## src/rtl/uart_report_pkg.sv

```systemverilog
// Shared constants and types for the counter reporter: ASCII bytes of the
// report line, byte-FSM states and the message length helper.
package uart_report_pkg;

    localparam logic [7:0] ASCII_CR    = 8'h0D;
    localparam logic [7:0] ASCII_LF    = 8'h0A;
    localparam logic [7:0] ASCII_C     = 8'h43;
    localparam logic [7:0] ASCII_COLON = 8'h3A;
    localparam logic [7:0] ASCII_SPACE = 8'h20;
    localparam logic [7:0] ASCII_ZERO  = 8'h30;

    typedef enum logic [1:0] {
        IDLE,
        LOAD,
        PRESENT,
        GAP
    } state_e;

    // "Ck: " header, DIGITS digits, CR, LF.
    function automatic int msg_len(input int digits);
        return digits + 6;
    endfunction

endpackage

```

## src/rtl/uart_counter_reporter_if.sv

```systemverilog
// Byte handshake towards uart_tx: din is valid while empty is low, and a
// rising edge on re means the byte has been consumed.
interface uart_counter_reporter_if;
    logic [7:0] din;
    logic       empty;
    logic       re;

    modport master (output din, output empty, input re);
    modport slave  (input din, input empty, output re);
endinterface

```

## src/rtl/bin2dec_seq.sv

```systemverilog
// Sequential double-dabble: one input bit per cycle, so CNT_W cycles after
// start the BCD result is valid and done stays high until the next start.
module bin2dec_seq #(
    parameter int CNT_W  = 8,
    parameter int DIGITS = 3
) (
    input  logic                  clk,
    input  logic                  rst,
    input  logic                  start,
    input  logic [CNT_W-1:0]      bin,
    output logic                  done,
    output logic [4*DIGITS-1:0]   bcd
);
    localparam int STEP_W = $clog2(CNT_W + 1);

    logic [CNT_W-1:0]    r_bin;
    logic [4*DIGITS-1:0] r_bcd;
    logic [4*DIGITS-1:0] w_adj;
    logic [STEP_W-1:0]   r_step;
    logic                r_run;
    logic                r_done;

    // NOTE: every variable written in always_comb gets a default first, so no latch is inferred.
    always_comb begin
        w_adj = r_bcd;
        for (int d = 0; d < DIGITS; d++) begin
            if (r_bcd[4*d +: 4] >= 4'd5) begin
                w_adj[4*d +: 4] = r_bcd[4*d +: 4] + 4'd3;
            end
        end
    end

    // NOTE: sequential state uses non-blocking assignments only, so all flops update together.
    always_ff @(posedge clk) begin
        if (rst) begin
            r_bin  <= '0;
            r_bcd  <= '0;
            r_step <= '0;
            r_run  <= 1'b0;
            r_done <= 1'b0;
        end else if (start) begin
            r_bin  <= bin;
            r_bcd  <= '0;
            r_step <= '0;
            r_run  <= 1'b1;
            r_done <= 1'b0;
        end else if (r_run) begin
            r_bcd  <= {w_adj[4*DIGITS-2:0], r_bin[CNT_W-1]};
            r_bin  <= r_bin << 1;
            r_step <= r_step + STEP_W'(1);
            if (r_step == STEP_W'(CNT_W - 1)) begin
                r_run  <= 1'b0;
                r_done <= 1'b1;
            end
        end
    end

    assign done = r_done;
    assign bcd  = r_bcd;
endmodule

```

## src/rtl/uart_counter_reporter.sv

```systemverilog
// Bank of up/down counters; every real value change is reported as an ASCII
// line "Ck: ddd\r\n" over the uart_tx byte handshake, channels served round-robin.
module uart_counter_reporter
    import uart_report_pkg::*;
#(
    parameter int NUM_CH = 2,
    parameter int CNT_W  = 8,
    parameter int DIGITS = 3,
    parameter int WRAP   = 1
) (
    input  logic                      clk,
    input  logic                      rst,
    input  logic [NUM_CH-1:0]         inc,
    input  logic [NUM_CH-1:0]         dec,
    output logic [NUM_CH*CNT_W-1:0]   cnt,
    output logic                      busy,
    uart_counter_reporter_if.master   tx
);
    localparam int MSG_LEN = msg_len(DIGITS);
    localparam int CH_W    = (NUM_CH > 1) ? $clog2(NUM_CH) : 1;
    localparam int IDX_W   = $clog2(MSG_LEN);
    localparam logic [CNT_W-1:0] CNT_MAX = '1;

    logic [CNT_W-1:0]    r_cnt [NUM_CH];
    logic [NUM_CH-1:0]   r_pend, w_up, w_dn, w_chg, w_clr;
    state_e              r_state;
    logic [CH_W-1:0]     r_ch, r_last, w_sel;
    logic [IDX_W-1:0]    r_idx, w_next_idx;
    logic [7:0]          r_din;
    logic                r_empty, r_re_d;
    logic                w_re_rise, w_start, w_conv_done, w_next_ready;
    logic [4*DIGITS-1:0] w_bcd;

    function automatic logic [7:0] msg_byte(input logic [IDX_W-1:0] idx,
                                            input logic [CH_W-1:0]  ch,
                                            input logic [4*DIGITS-1:0] bcd);
        int i;
        i = int'(idx);
        if (i == 0)                return ASCII_C;
        else if (i == 1)           return ASCII_ZERO + 8'(ch);
        else if (i == 2)           return ASCII_COLON;
        else if (i == 3)           return ASCII_SPACE;
        else if (i < 4 + DIGITS)   return ASCII_ZERO + {4'h0, bcd[4*(DIGITS+3-i) +: 4]};
        else if (i == 4 + DIGITS)  return ASCII_CR;
        else                       return ASCII_LF;
    endfunction

    // A saturating no-op is not a change, so it must not raise pend.
    always_comb begin
        for (int k = 0; k < NUM_CH; k++) begin
            w_up[k]  = inc[k] & ~dec[k];
            w_dn[k]  = dec[k] & ~inc[k];
            w_chg[k] = (w_up[k] && (WRAP != 0 || r_cnt[k] != CNT_MAX)) ||
                       (w_dn[k] && (WRAP != 0 || r_cnt[k] != '0));
        end
    end

    always_comb begin : arbiter
        logic            hit;
        logic [CH_W-1:0] j;
        hit   = 1'b0;
        j     = '0;
        w_sel = r_last;
        for (int i = 1; i <= NUM_CH; i++) begin
            j = CH_W'((int'(r_last) + i) % NUM_CH);
            if (!hit && r_pend[j]) begin
                hit   = 1'b1;
                w_sel = j;
            end
        end
    end

    assign w_clr        = (r_state == LOAD) ? (NUM_CH'(1) << w_sel) : '0;
    assign w_start      = (r_state == LOAD);
    assign w_re_rise    = tx.re & ~r_re_d;
    assign w_next_idx   = r_idx + IDX_W'(1);
    assign w_next_ready = (int'(r_idx) + 1 < 4) || w_conv_done;

    // NOTE: the counter array sits in flops, not RAM, so it is cleared by reset like any register.
    always_ff @(posedge clk) begin
        if (rst) begin
            r_cnt  <= '{default: '0};
            r_pend <= '0;
        end else begin
            for (int k = 0; k < NUM_CH; k++) begin
                if (w_chg[k]) r_cnt[k] <= w_up[k] ? r_cnt[k] + CNT_W'(1) : r_cnt[k] - CNT_W'(1);
            end
            r_pend <= (r_pend & ~w_clr) | w_chg;
        end
    end

    always_ff @(posedge clk) begin
        if (rst) begin
            r_state <= IDLE;
            r_ch    <= '0;
            r_last  <= CH_W'(NUM_CH - 1);
            r_idx   <= '0;
            r_din   <= 8'h00;
            r_empty <= 1'b1;
            r_re_d  <= 1'b0;
        end else begin
            r_re_d <= tx.re;
            case (r_state)
                IDLE: if (|r_pend) r_state <= LOAD;
                LOAD: begin
                    r_ch    <= w_sel;
                    r_last  <= w_sel;
                    r_idx   <= '0;
                    r_din   <= ASCII_C;
                    r_empty <= 1'b0;
                    r_state <= PRESENT;
                end
                PRESENT: if (w_re_rise) begin
                    r_empty <= 1'b1;
                    r_state <= GAP;
                end
                GAP: begin
                    if (r_idx == IDX_W'(MSG_LEN - 1)) begin
                        r_state <= (|r_pend) ? LOAD : IDLE;
                    end else if (w_next_ready) begin
                        r_idx   <= w_next_idx;
                        r_din   <= msg_byte(w_next_idx, r_ch, w_bcd);
                        r_empty <= 1'b0;
                        r_state <= PRESENT;
                    end
                end
                default: r_state <= IDLE;
            endcase
        end
    end

    bin2dec_seq #(.CNT_W(CNT_W), .DIGITS(DIGITS)) u_bin2dec (
        .clk   (clk),
        .rst   (rst),
        .start (w_start),
        .bin   (r_cnt[w_sel]),
        .done  (w_conv_done),
        .bcd   (w_bcd)
    );

    for (genvar k = 0; k < NUM_CH; k++) begin : g_cnt_out
        assign cnt[k*CNT_W +: CNT_W] = r_cnt[k];
    end

    assign busy     = (r_state != IDLE);
    assign tx.din   = r_din;
    assign tx.empty = r_empty;
endmodule

```

## src/flat_wrapper.sv

```systemverilog
// flat-port wrapper written by rule: the top's interface ports become plain ports
module uart_counter_reporter_flat import uart_report_pkg::*;
#(
    parameter int NUM_CH = 2,
    parameter int CNT_W  = 8,
    parameter int DIGITS = 3,
    parameter int WRAP   = 1
)
  (clk, rst, inc, dec, cnt, busy, tx_din, tx_empty, tx_re);
  uart_counter_reporter_if tx_i ();
  input  logic clk;
  input  logic rst;
  input  logic [NUM_CH-1:0] inc;
  input  logic [NUM_CH-1:0] dec;
  output logic [NUM_CH*CNT_W-1:0] cnt;
  output logic busy;
  output wire logic [$bits(tx_i.din)-1:0] tx_din;
  output wire logic [$bits(tx_i.empty)-1:0] tx_empty;
  input wire logic [$bits(tx_i.re)-1:0] tx_re;
  assign tx_din = tx_i.din;
  assign tx_empty = tx_i.empty;
  assign tx_i.re = tx_re;
  uart_counter_reporter #(.NUM_CH(NUM_CH), .CNT_W(CNT_W), .DIGITS(DIGITS), .WRAP(WRAP)) u_core (.clk(clk), .rst(rst), .inc(inc), .dec(dec), .cnt(cnt), .busy(busy), .tx(tx_i));
endmodule
```

## config.mk

```make
export PLATFORM = sky130hd
export DESIGN_NAME = uart_counter_reporter_flat
export DESIGN_NICKNAME = d
export VERILOG_FILES = /design/src/rtl/uart_report_pkg.sv /design/src/rtl/uart_counter_reporter_if.sv /design/src/rtl/bin2dec_seq.sv /design/src/rtl/uart_counter_reporter.sv /design/src/flat_wrapper.sv
export SDC_FILE = /design/constraint.sdc
export NUM_CORES = 1
export LEC_CHECK = 0
export ABC_CLOCK_PERIOD_IN_PS = 5350
export CAP_MARGIN = 20
export CORE_MARGIN = 4
export CORE_UTILIZATION = 64
export CTS_BUF_LIST = sky130_fd_sc_hd__clkbuf_4 sky130_fd_sc_hd__clkbuf_8
export CTS_CLUSTER_DIAMETER = 150
export CTS_CLUSTER_SIZE = 14
export DETAILED_ROUTE_END_ITERATION = 10
export GPL_TIMING_DRIVEN = 1
export HOLD_SLACK_MARGIN = 0.05
export PLACE_DENSITY = 0.95
export SLEW_MARGIN = 40
export SYNTH_ARGS = -nofsm -noshare
export SYNTH_HDL_FRONTEND = slang
export SYNTH_SLANG_ARGS = --single-unit
export TNS_END_PERCENT = 30
```

## constraint.sdc

```tcl
create_clock -name clk -period 5.35 [get_ports clk]
set_input_delay 1.07 -clock clk [delete_from_list [all_inputs] [get_ports clk]]
set_output_delay 1.07 -clock clk [all_outputs]
set_load 0.01 [all_outputs]
```

Yosys cells after proc, flatten, opt, wreduce, memory -nomap -nowiden
Cells that the tools add are included.
{"block": "classes", "n_shift": 2, "add_sub_neg": 15, "n_bitwise": 14, "magnitude_cmp": 8, "eq_ne": 14, "n_mux": 43, "reduce_logical": 17}
{"op": "8-bit two-way mux", "n": 14}
{"op": "32-bit by 4-bit < comparator with 1-bit output, second input constant", "n": 1}
{"op": "8-bit by 1-bit adder with 8-bit output, second input constant", "n": 2}
{"op": "4-bit two-way mux", "n": 4}
{"op": "8-bit case mux with 2 select lines", "n": 1}
{"op": "8-bit by 1-bit subtractor with 8-bit output, second input constant", "n": 2}
{"op": "1-bit two-way mux", "n": 14}
{"op": "4-bit by 3-bit equality test with 1-bit output, second input constant", "n": 3}
{"op": "4-bit by 3-bit >= comparator with 1-bit output, second input constant", "n": 3}
{"op": "12-bit by 7-bit indexed part select with 4-bit output", "n": 1}
{"op": "2-bit two-way mux", "n": 5}
{"op": "4-bit by 1-bit adder with 4-bit output, second input constant", "n": 2}
{"op": "4-bit by 2-bit adder with 4-bit output, second input constant", "n": 2}
{"op": "4-bit equality test, second input constant", "n": 2}
{"op": "2-bit case mux with 4 select lines", "n": 1}
{"op": "4-bit case mux with 2 select lines", "n": 1}
{"op": "6-bit by 1-bit adder with 7-bit output, first input constant", "n": 1}
{"op": "6-bit by 4-bit adder with 7-bit output, first input constant", "n": 1}
{"op": "3-bit two-way mux", "n": 2}
{"op": "2-bit by 1-bit inequality test with 1-bit output, second input constant", "n": 3}
{"op": "3-bit AND reduction", "n": 2}
{"op": "2-bit nonzero test", "n": 3}
{"op": "4-bit by 1-bit adder with 5-bit output, second input constant", "n": 1}
{"op": "1-bit AND", "n": 5}
{"op": "other kinds (27)", "n": 37}
{"block": "totals", "input_bits": 7, "output_inout_bits": 26, "elab_cells": 128, "reg_bits": 62}

Depth between registers and ports, before layout
Gate-level depths: netlist (run 1).
{"block": "logic_depth", "depth_word": 12, "mapped_depth": 9, "depth_no_buf": 9}

Cells and area by module
Synthesis (run 1) repeated with hierarchy kept, for this count alone.
{"block": "unflattened", "hier_cells": 456, "area_unflattened_um2": 3910.0}
{"module": "uart_counter_reporter", "n_inst": 1, "seq_area_each_um2": 700.7, "cells_each": 298, "area_per_inst_um2": 2494.9}
{"module": "bin2dec_seq", "n_inst": 1, "seq_area_each_um2": 520.5, "cells_each": 158, "area_per_inst_um2": 1415.1}

Worst setup path before layout (run 1)
No wires, ideal clock.
{"block": "synth_timing", "path_kind": "input port to flip-flop", "from": "input port dec[0]", "to": "register u_core.r_cnt (netlist bit u_core.cnt[7])", "arrival_ns": 2.754, "t_required_ns": 5.227, "slack_ns": 2.473, "cell_stages": 8, "path_buffers": 0, "setup_time_ns": 0.123, "cell_sequence": "inv_1 > ha_1 > inv_1 > ha_1 > or4_4 > o22ai_2 > mux2i_1 > mux2_1"}
{"block": "synth_between", "elab_chain_cells": 3, "word_cells_on_any_way": 5, "classes_between": "1 x mux; 3 x bitwise; 1 x reduce/logical"}
{"item": "from (decl)", "line": "flat_wrapper.sv:14", "text": "input logic [NUM_CH-1:0] dec;"}
{"item": "1-bit NOT", "line": "uart_counter_reporter.sv:51", "text": "w_up[k] = inc[k] & ~dec[k];"}
{"item": "1-bit AND", "line": "uart_counter_reporter.sv:51"}
{"item": "8-bit two-way mux or 1-bit logical OR (tied branches)", "line": "uart_counter_reporter.sv:86, uart_counter_reporter.sv:53"}
{"item": "to (signal, indexed assignment)", "line": "uart_counter_reporter.sv:86", "text": "if (w_chg[k]) r_cnt[k] <= w_up[k] ? r_cnt[k] + CNT_W'(1) : r_cnt[k] - CNT_W'(1);"}
{"item": "to (decl)", "line": "uart_counter_reporter.sv:24", "text": "logic [CNT_W-1:0] r_cnt [NUM_CH];"}
Parallel ways exist; a longest one is shown, timed or not.
A chain may end at the register's enable or synchronous reset.

Final worst setup path (run 1)
Same ends and word-level chain as after synthesis.

==> results_dict.tcl, run 1 <==
set metrics [dict create \
    drv_cap 0 \
    routabilityCongestion 0.913 \
    postCtsResizedCells 0 \
    syn-cell-area_um2 3640 \
    wl_um 8210 \
    slew_viol_final 0 \
    cts_tree "yes" \
    vias 3246 \
    synth_edf_count 0 \
    antenna_left 0 \
    pin_count 33 \
    dp_hpwl_um 5730 \
    timing.hold.ws_ps 455 \
    reg2reg_from "u_core.r_idx[0]" \
    grt_pass1_vias 3108 \
    reg2reg_setup_slack_ps 3100 \
    worstSetupPathType "in2reg" \
    p_leak_nw 1.64 \
    rr_worst_depth 7 \
    fin_crit_ps 3160 \
    power_density_nw_per_um2 357 \
    critPathCaptureType "register" \
    startpoint_type "input port" \
    worstMarginPinSlew_ps 711 \
    max_stage_delay_ps 450 \
    detail_route.iter0.violations 175 \
    worstPathMaxFanout 8 \
    reg2reg_to "u_core.tx.din[1]" \
    cts_buffers 9 \
    setup_viol 0 \
    die_h_um 83.4 \
    critPathTopFamily "buffers and inverters" \
    clk_latency_ps 350 \
    regArea_um2 1220 \
    vias_per_cell 6.21 \
    finClkSkew_ps 6.28 \
    grt_pass1_wl_um 13900 \
    hold_class "reg2reg" \
    grt_util_met2_pct 41.0 \
    busiest_layer "met2" \
    cp_cell_sequence "clkdlybuf4s50_1, inv_1, ha_1, inv_1, ha_1, a211oi_1, nor2_1, o22ai_2, mux2i_1, mux2_1" \
    async_flop_share_pct 0 \
    antenna_found_initial 0 \
    cts.clk_slew.worst_paths_ps 60 \
    rows 27 \
    min_period_over_period_pct 59.2 \
    synth_cell_types 59 \
    die_area_um2 6960 \
    grt_usage_pct 24.3 \
    cp.depth 10 \
    synthCells 426 \
    met3_usage_pct 5.65 \
    hold_end "u_core.tx.din[5]" \
    slowest_stage "clkdlybuf4s50_1" \
    layout.cells.non_filler 523 \
    dr.pass1.iters 5 \
    port_buffers 31 \
    synth.avg_cell_area_um2 8.55 \
    yosysSeqAreaShare_pct 33.5 \
    grt_use_met1_pct 28.9 \
    yosysWarnings 0 \
    worstPathArrival_ps 3400 \
    cts_setup_buffers 0 \
    setup_tns_ps 0 \
    synth_top_flop_cell "dfxtp_1" \
    peakVddDrop_mv 0.290 \
    worst-path-buf-inv 3 \
    cp.required_ps 5580 \
    drc 0 \
    timing.fmax_mhz 316 \
    finalNetCount 483 \
    hp-start "u_core.tx.din[5]" \
    grt-ovfl-total 0 \
    grt_max_degree 51 \
    finalPower_mw 1.49 \
    cts_sinks 61 \
    die_w_um 83.4 \
    timing.final.ws_setup_ps 2190 \
    multi_input_area_um2 2250 \
    drive_gt1_share_pct 7.10 \
    area_delta_synth_final_pct 14.3 \
    preCtsSetupSlack_ps 1830 \
    core_um2 5510 \
    dp.cells 509 \
    rsz0062_at_grt "no" \
    nFillCells 399 \
    ctsHtreeMaxLevel 3 \
    hold_buffers 0 \
    synth_fp_nets 461 \
    diodes 0 \
    wire_per_inst_um 15.7 \
    cts_max_path_buffers 2 \
    ys_ff_latch 61 \
    status "complete, no violations" \
    final-hold-violation-count 0 \
    hold_depth 2 \
    cts_root_buf "clkbuf_8" \
    start_util_pct 66.1 \
    slew_headroom_pct 52.4 \
]
## metrics by stage
| stage | util (%) | area, µm² |
|---|---|---|
| 6_report | 75.6 | 4160 |
| 5_1_grt | 75.6 | 4160 |
| 4_1_cts | 75.6 | 4160 |
| 3_5_place_dp | 71.9 | 3960 |
| 3_3_place_gp | 71.8 | 3950 |
| 2_1_floorplan | - | 3640 |
## synthesized netlist by cell type (3+ instances only)
cell type | number | area share, %
nor4b_1 | 3 | 0.72
o211ai_1 | 4 | 0.82
nand3_1 | 12 | 1.6
xnor2_1 | 12 | 2.9
mux2i_1 | 25 | 6.9
nor2_1 | 48 | 4.9
and3_1 | 5 | 0.86
a31oi_1 | 3 | 0.52
dfxtp_1 | 61 | 34
inv_1 | 19 | 2.0
and2_1 | 3 | 0.52
a211oi_1 | 19 | 3.9
buf_2 | 9 | 1.2
nor3_1 | 10 | 1.4
nand2_1 | 28 | 2.9
o21ai_0 | 22 | 3.0
a21o_1 | 6 | 1.2
a21oi_1 | 30 | 4.1
nand2b_1 | 5 | 0.86
nor2b_1 | 13 | 2.2
clkbuf_1 | 9 | 0.93
nand3b_1 | 3 | 0.62
nor3b_1 | 3 | 0.62
xor2_1 | 3 | 0.72
ha_1 | 26 | 8.9
## logic make-up (layout without fill, tap and decap cells)
family | Yosys count | after routing | synth area share [%]
other | 1 | 1 | 0.103
AOI/OAI and AO/OA | 106 | 106 | 19.5
muxes | 29 | 29 | 8.11
adders and majority gates | 28 | 28 | 10.0
DFF | 61 | 61 | 33.5
buffers and inverters | 42 | 67 | 4.95
and+or+nand+nor | 143 | 143 | 19.4
xor gates and xnor gates | 16 | 16 | 4.36
## how the worst max path moves through the flow
stage | from | end | slack (ps)
after floorplan | dec[0] | u_core.cnt[7] | 2470
after global placement | inc[0] | u_core.cnt[7] | 1980
after detailed placement | dec[0] | u_core.cnt[7] | 1830
after CTS | dec[0] | u_core.cnt[7] | 2190
after global routing | dec[0] | u_core.cnt[5] | 2040
final | dec[0] | u_core.cnt[7] | 2190
## cells in the final DEF (no fill, tap or decap), types with 3 or more instances in the layout
| cell | n |
|---|---|
| dfxtp_1 | 61 |
| o21ai_0 | 22 |
| clkdlybuf4s50_1 | 31 |
| and3_1 | 5 |
| o211ai_1 | 4 |
| nor3b_1 | 3 |
| nor2_1 | 48 |
| a31oi_1 | 3 |
| xnor2_1 | 12 |
| and2_1 | 3 |
| nand2b_1 | 5 |
| inv_1 | 19 |
| ha_1 | 26 |
| a21oi_1 | 29 |
| nand2_1 | 28 |
| a211oi_1 | 19 |
| nand3_1 | 12 |
| nand3b_1 | 3 |
| xor2_1 | 3 |
| a21o_1 | 6 |
| clkbuf_8 | 12 |
| nor4b_1 | 3 |
| mux2i_1 | 25 |
| nor2b_1 | 12 |
| nor3_1 | 10 |
## power breakdown
group / total [mW] / internal, mW / switching (mW)
Sequential: 0.575 / 0.510 / 0.0652
Clock: 0.430 / 0.254 / 0.177
Combinational: 0.482 / 0.241 / 0.241
## flip-flops by register name, indices dropped and copies added (netlist names)
signal,flops
u_core.u_bin2dec.r_bin,8
u_core.u_bin2dec.r_run,1
u_core.tx.din,7
u_core.u_bin2dec.done,1
u_core.u_bin2dec.bcd,12
u_core.r_ch,1
u_core.r_re_d,1
u_core.r_last,1
u_core.r_idx,4
u_core.tx.empty,1
u_core.r_state,2
u_core.r_pend,2
u_core.u_bin2dec.r_step,4
u_core.cnt,16
## worst register-to-register path: stages, from the launching register on
cell	delay, ps
dfxtp_1	630
inv_1	190
ha_1	320
nor2_1	240
mux2i_1	220
a22oi_1	90
or3_1	340
a31oi_1	160
## per-layer routing
layer | part of all wire (%) | routed length [µm]
met1 | 41 | 3390
met4 | 2.9 | 242
met3 | 5.9 | 487
met2 | 50 | 4100
met5 | 0 | 0
## final cells by class
type | count | area share, %
Clock buffer | 13 | 4.15
Clock inverter | 1 | 0.722
Inverter | 20 | 1.80
Multi-Input combinational cell | 323 | 54.0
Sequential cell | 61 | 29.4
Tap cell | 72 | 2.17
Timing Repair Buffer | 33 | 7.82
Note: power is estimated with default switching activity, not from simulation.
==> run 2: changes to the inputs <==
--- a/config.mk
+++ b/config.mk
@@ -5,17 +5,17 @@
 export SDC_FILE = /design/constraint.sdc
 export NUM_CORES = 1
 export LEC_CHECK = 0
-export ABC_CLOCK_PERIOD_IN_PS = 5350
+export ABC_CLOCK_PERIOD_IN_PS = 3000
 export CAP_MARGIN = 20
 export CORE_MARGIN = 4
-export CORE_UTILIZATION = 64
+export CORE_UTILIZATION = 60
 export CTS_BUF_LIST = sky130_fd_sc_hd__clkbuf_4 sky130_fd_sc_hd__clkbuf_8
 export CTS_CLUSTER_DIAMETER = 150
 export CTS_CLUSTER_SIZE = 14
 export DETAILED_ROUTE_END_ITERATION = 10
 export GPL_TIMING_DRIVEN = 1
 export HOLD_SLACK_MARGIN = 0.05
-export PLACE_DENSITY = 0.95
+export PLACE_DENSITY = 0.94
 export SLEW_MARGIN = 40
 export SYNTH_ARGS = -nofsm -noshare
 export SYNTH_HDL_FRONTEND = slang
==> constraint.sdc (replaced) <==
create_clock -name clk -period 3 [get_ports clk]
set_input_delay 0.6 -clock clk [delete_from_list [all_inputs] [get_ports clk]]
set_output_delay 0.6 -clock clk [all_outputs]
set_load 0.01 [all_outputs]
==> run 2 against run 1 <==
Effect of this change: combinational power rose by 85%; sequential power rose by 79%; clock-buffer cell count fell by 1; sequential cell count did not move; wire length grew 5.0%; global-route usage increased by 0.078 points; sequential share of layout area fell by 0.25 points; via count grew 0.31%; setup slack got worse by 2000 ps; non-clock buffer count rose by 4; highest routed layer unchanged.
==> results_dict.tcl, run 2 (synthesis results as in run 1) <==
set metrics [dict create \
    status "complete, no violations" \
    grt_pass1_vias 3230 \
    hold_buffers 0 \
    area_delta_synth_final_pct 15.2 \
    pin_count 33 \
    final_cell_mix "61 x dfxtp_1, 48 x nor2_1, 31 x clkdlybuf4s50_1" \
    worstPathArrival_ps 3050 \
    cts_buffers 9 \
    wire_per_inst_um 16.2 \
    finalNetCount 487 \
    timing.final.ws_setup_ps 229 \
    vias_per_cell 6.12 \
    routabilityCongestion 0.924 \
    cts_tree "yes" \
    fin_crit_ps 2770 \
    grt-ovfl-total 0 \
    grt_pass1_wl_um 14600 \
    ctsHtreeMaxLevel 3 \
    core_um2 5920 \
    grt_usage_pct 24.4 \
    cts_sinks 61 \
    slew_headroom_pct 62.0 \
    startpoint_type "input port" \
    antenna_found_initial 0 \
    cts_root_buf "clkbuf_8" \
    port_buffers 31 \
    power_density_nw_per_um2 639 \
    cts.clk_slew.worst_paths_ps 70 \
    grt_max_degree 26 \
    die_area_um2 7380 \
    diodes 0 \
    drive_gt1_share_pct 7.88 \
    cts_max_path_buffers 2 \
    detail_route.iter0.violations 197 \
    dp_hpwl_um 5930 \
    cp.required_ps 3280 \
    drv_cap 0 \
    clk_latency_ps 340 \
    peakVddDrop_mv 0.462 \
    die_h_um 85.9 \
    rsz0062_at_grt "no" \
    worstSetupPathType "in2reg" \
    largest_reg_flops 16 \
    setup_viol 0 \
    timing.hold.ws_ps 463 \
    antenna_left 0 \
    final-hold-violation-count 0 \
    final_common_cell "dfxtp_1" \
    dr.pass1.iters 5 \
    layout.cells.non_filler 532 \
    wl_um 8620 \
    dp.cells 516 \
    drc 0 \
    finClkSkew_ps 6.64 \
    min_period_over_period_pct 92.4 \
    start_util_pct 61.5 \
    timing.fmax_mhz 361 \
    worstMarginPinSlew_ps 570 \
    worstPathMaxFanout 8 \
    critPathCaptureType "register" \
    hold_class "reg2reg" \
    slew_viol_final 0 \
    nFillCells 433 \
    preCtsSetupSlack_ps -40.4 \
    reg2reg_setup_slack_ps 680 \
    postCtsResizedCells 0 \
    rows 28 \
    finalPower_mw 2.68 \
    cts_setup_buffers 0 \
    die_w_um 85.9 \
    p_leak_nw 1.67 \
    vias 3256 \
]
run 2: changes by cell type in the layout (fill, tap and decap cells not counted), sizes merged:
cell / delta
buf: +4
clkinv: +3
clkbuf: -1
run 2: power by group:
part / switching (mW) / total [mW] / internal, mW
Sequential: 0.119 / 1.03 / 0.909
Combinational: 0.455 / 0.890 / 0.435
Clock: 0.315 / 0.762 / 0.447
run 2: routing by layer:
| layer | up-vias | wire length, µm | global-route usage (%) |
|---|---|---|---|
| li1 | 1568 | - | - |
| met1 | 1532 | 3480 | 27.4 |
| met2 | 127 | 4370 | 42.5 |
| met3 | 29 | 548 | 7.49 |
| met4 | 0 | 227 | 10.2 |
| met5 | - | 0 | 0 |
run 2: final timing paths:
path,from,end,cells after the start
worst min-delay path,u_core.tx.din[5],u_core.tx.din[5],2
worst max-delay path,dec[0],u_core.cnt[5],10
worst max register to register,u_core.r_idx[0],u_core.tx.din[3],6
worst min register to register,u_core.tx.din[5],u_core.tx.din[5],2
run 2: layout make-up:
type	count	area, µm²	area share (%)
well taps	75	93.8	2.24
multi-input cells	323	2240	53.4
inverters	20	75.1	1.79
flip-flops and latches	61	1220	29.1
clock inverters	4	45.0	1.07
repair buffers	37	355	8.47
clock buffers	12	165	3.94
run 2: worst max-delay path, cell delays in order:
cell and delay, ps:
clkdlybuf4s50_1 450, inv_1 40, ha_1 190, inv_1 220
ha_1 270, o21ai_0 120, nor2_1 230, o21ai_0 200
a2111oi_0 540, a311o_1 180
run 2: through the flow:
step                area, µm²  utilization, %  setup TNS [ps]
global placement         3990            67.3               0
finish                   4200            70.9               0
CTS                      4200            70.9               0
detailed placement       3990            67.3           -84.0
global route             4200            70.9               0
floorplan                3640               -               0
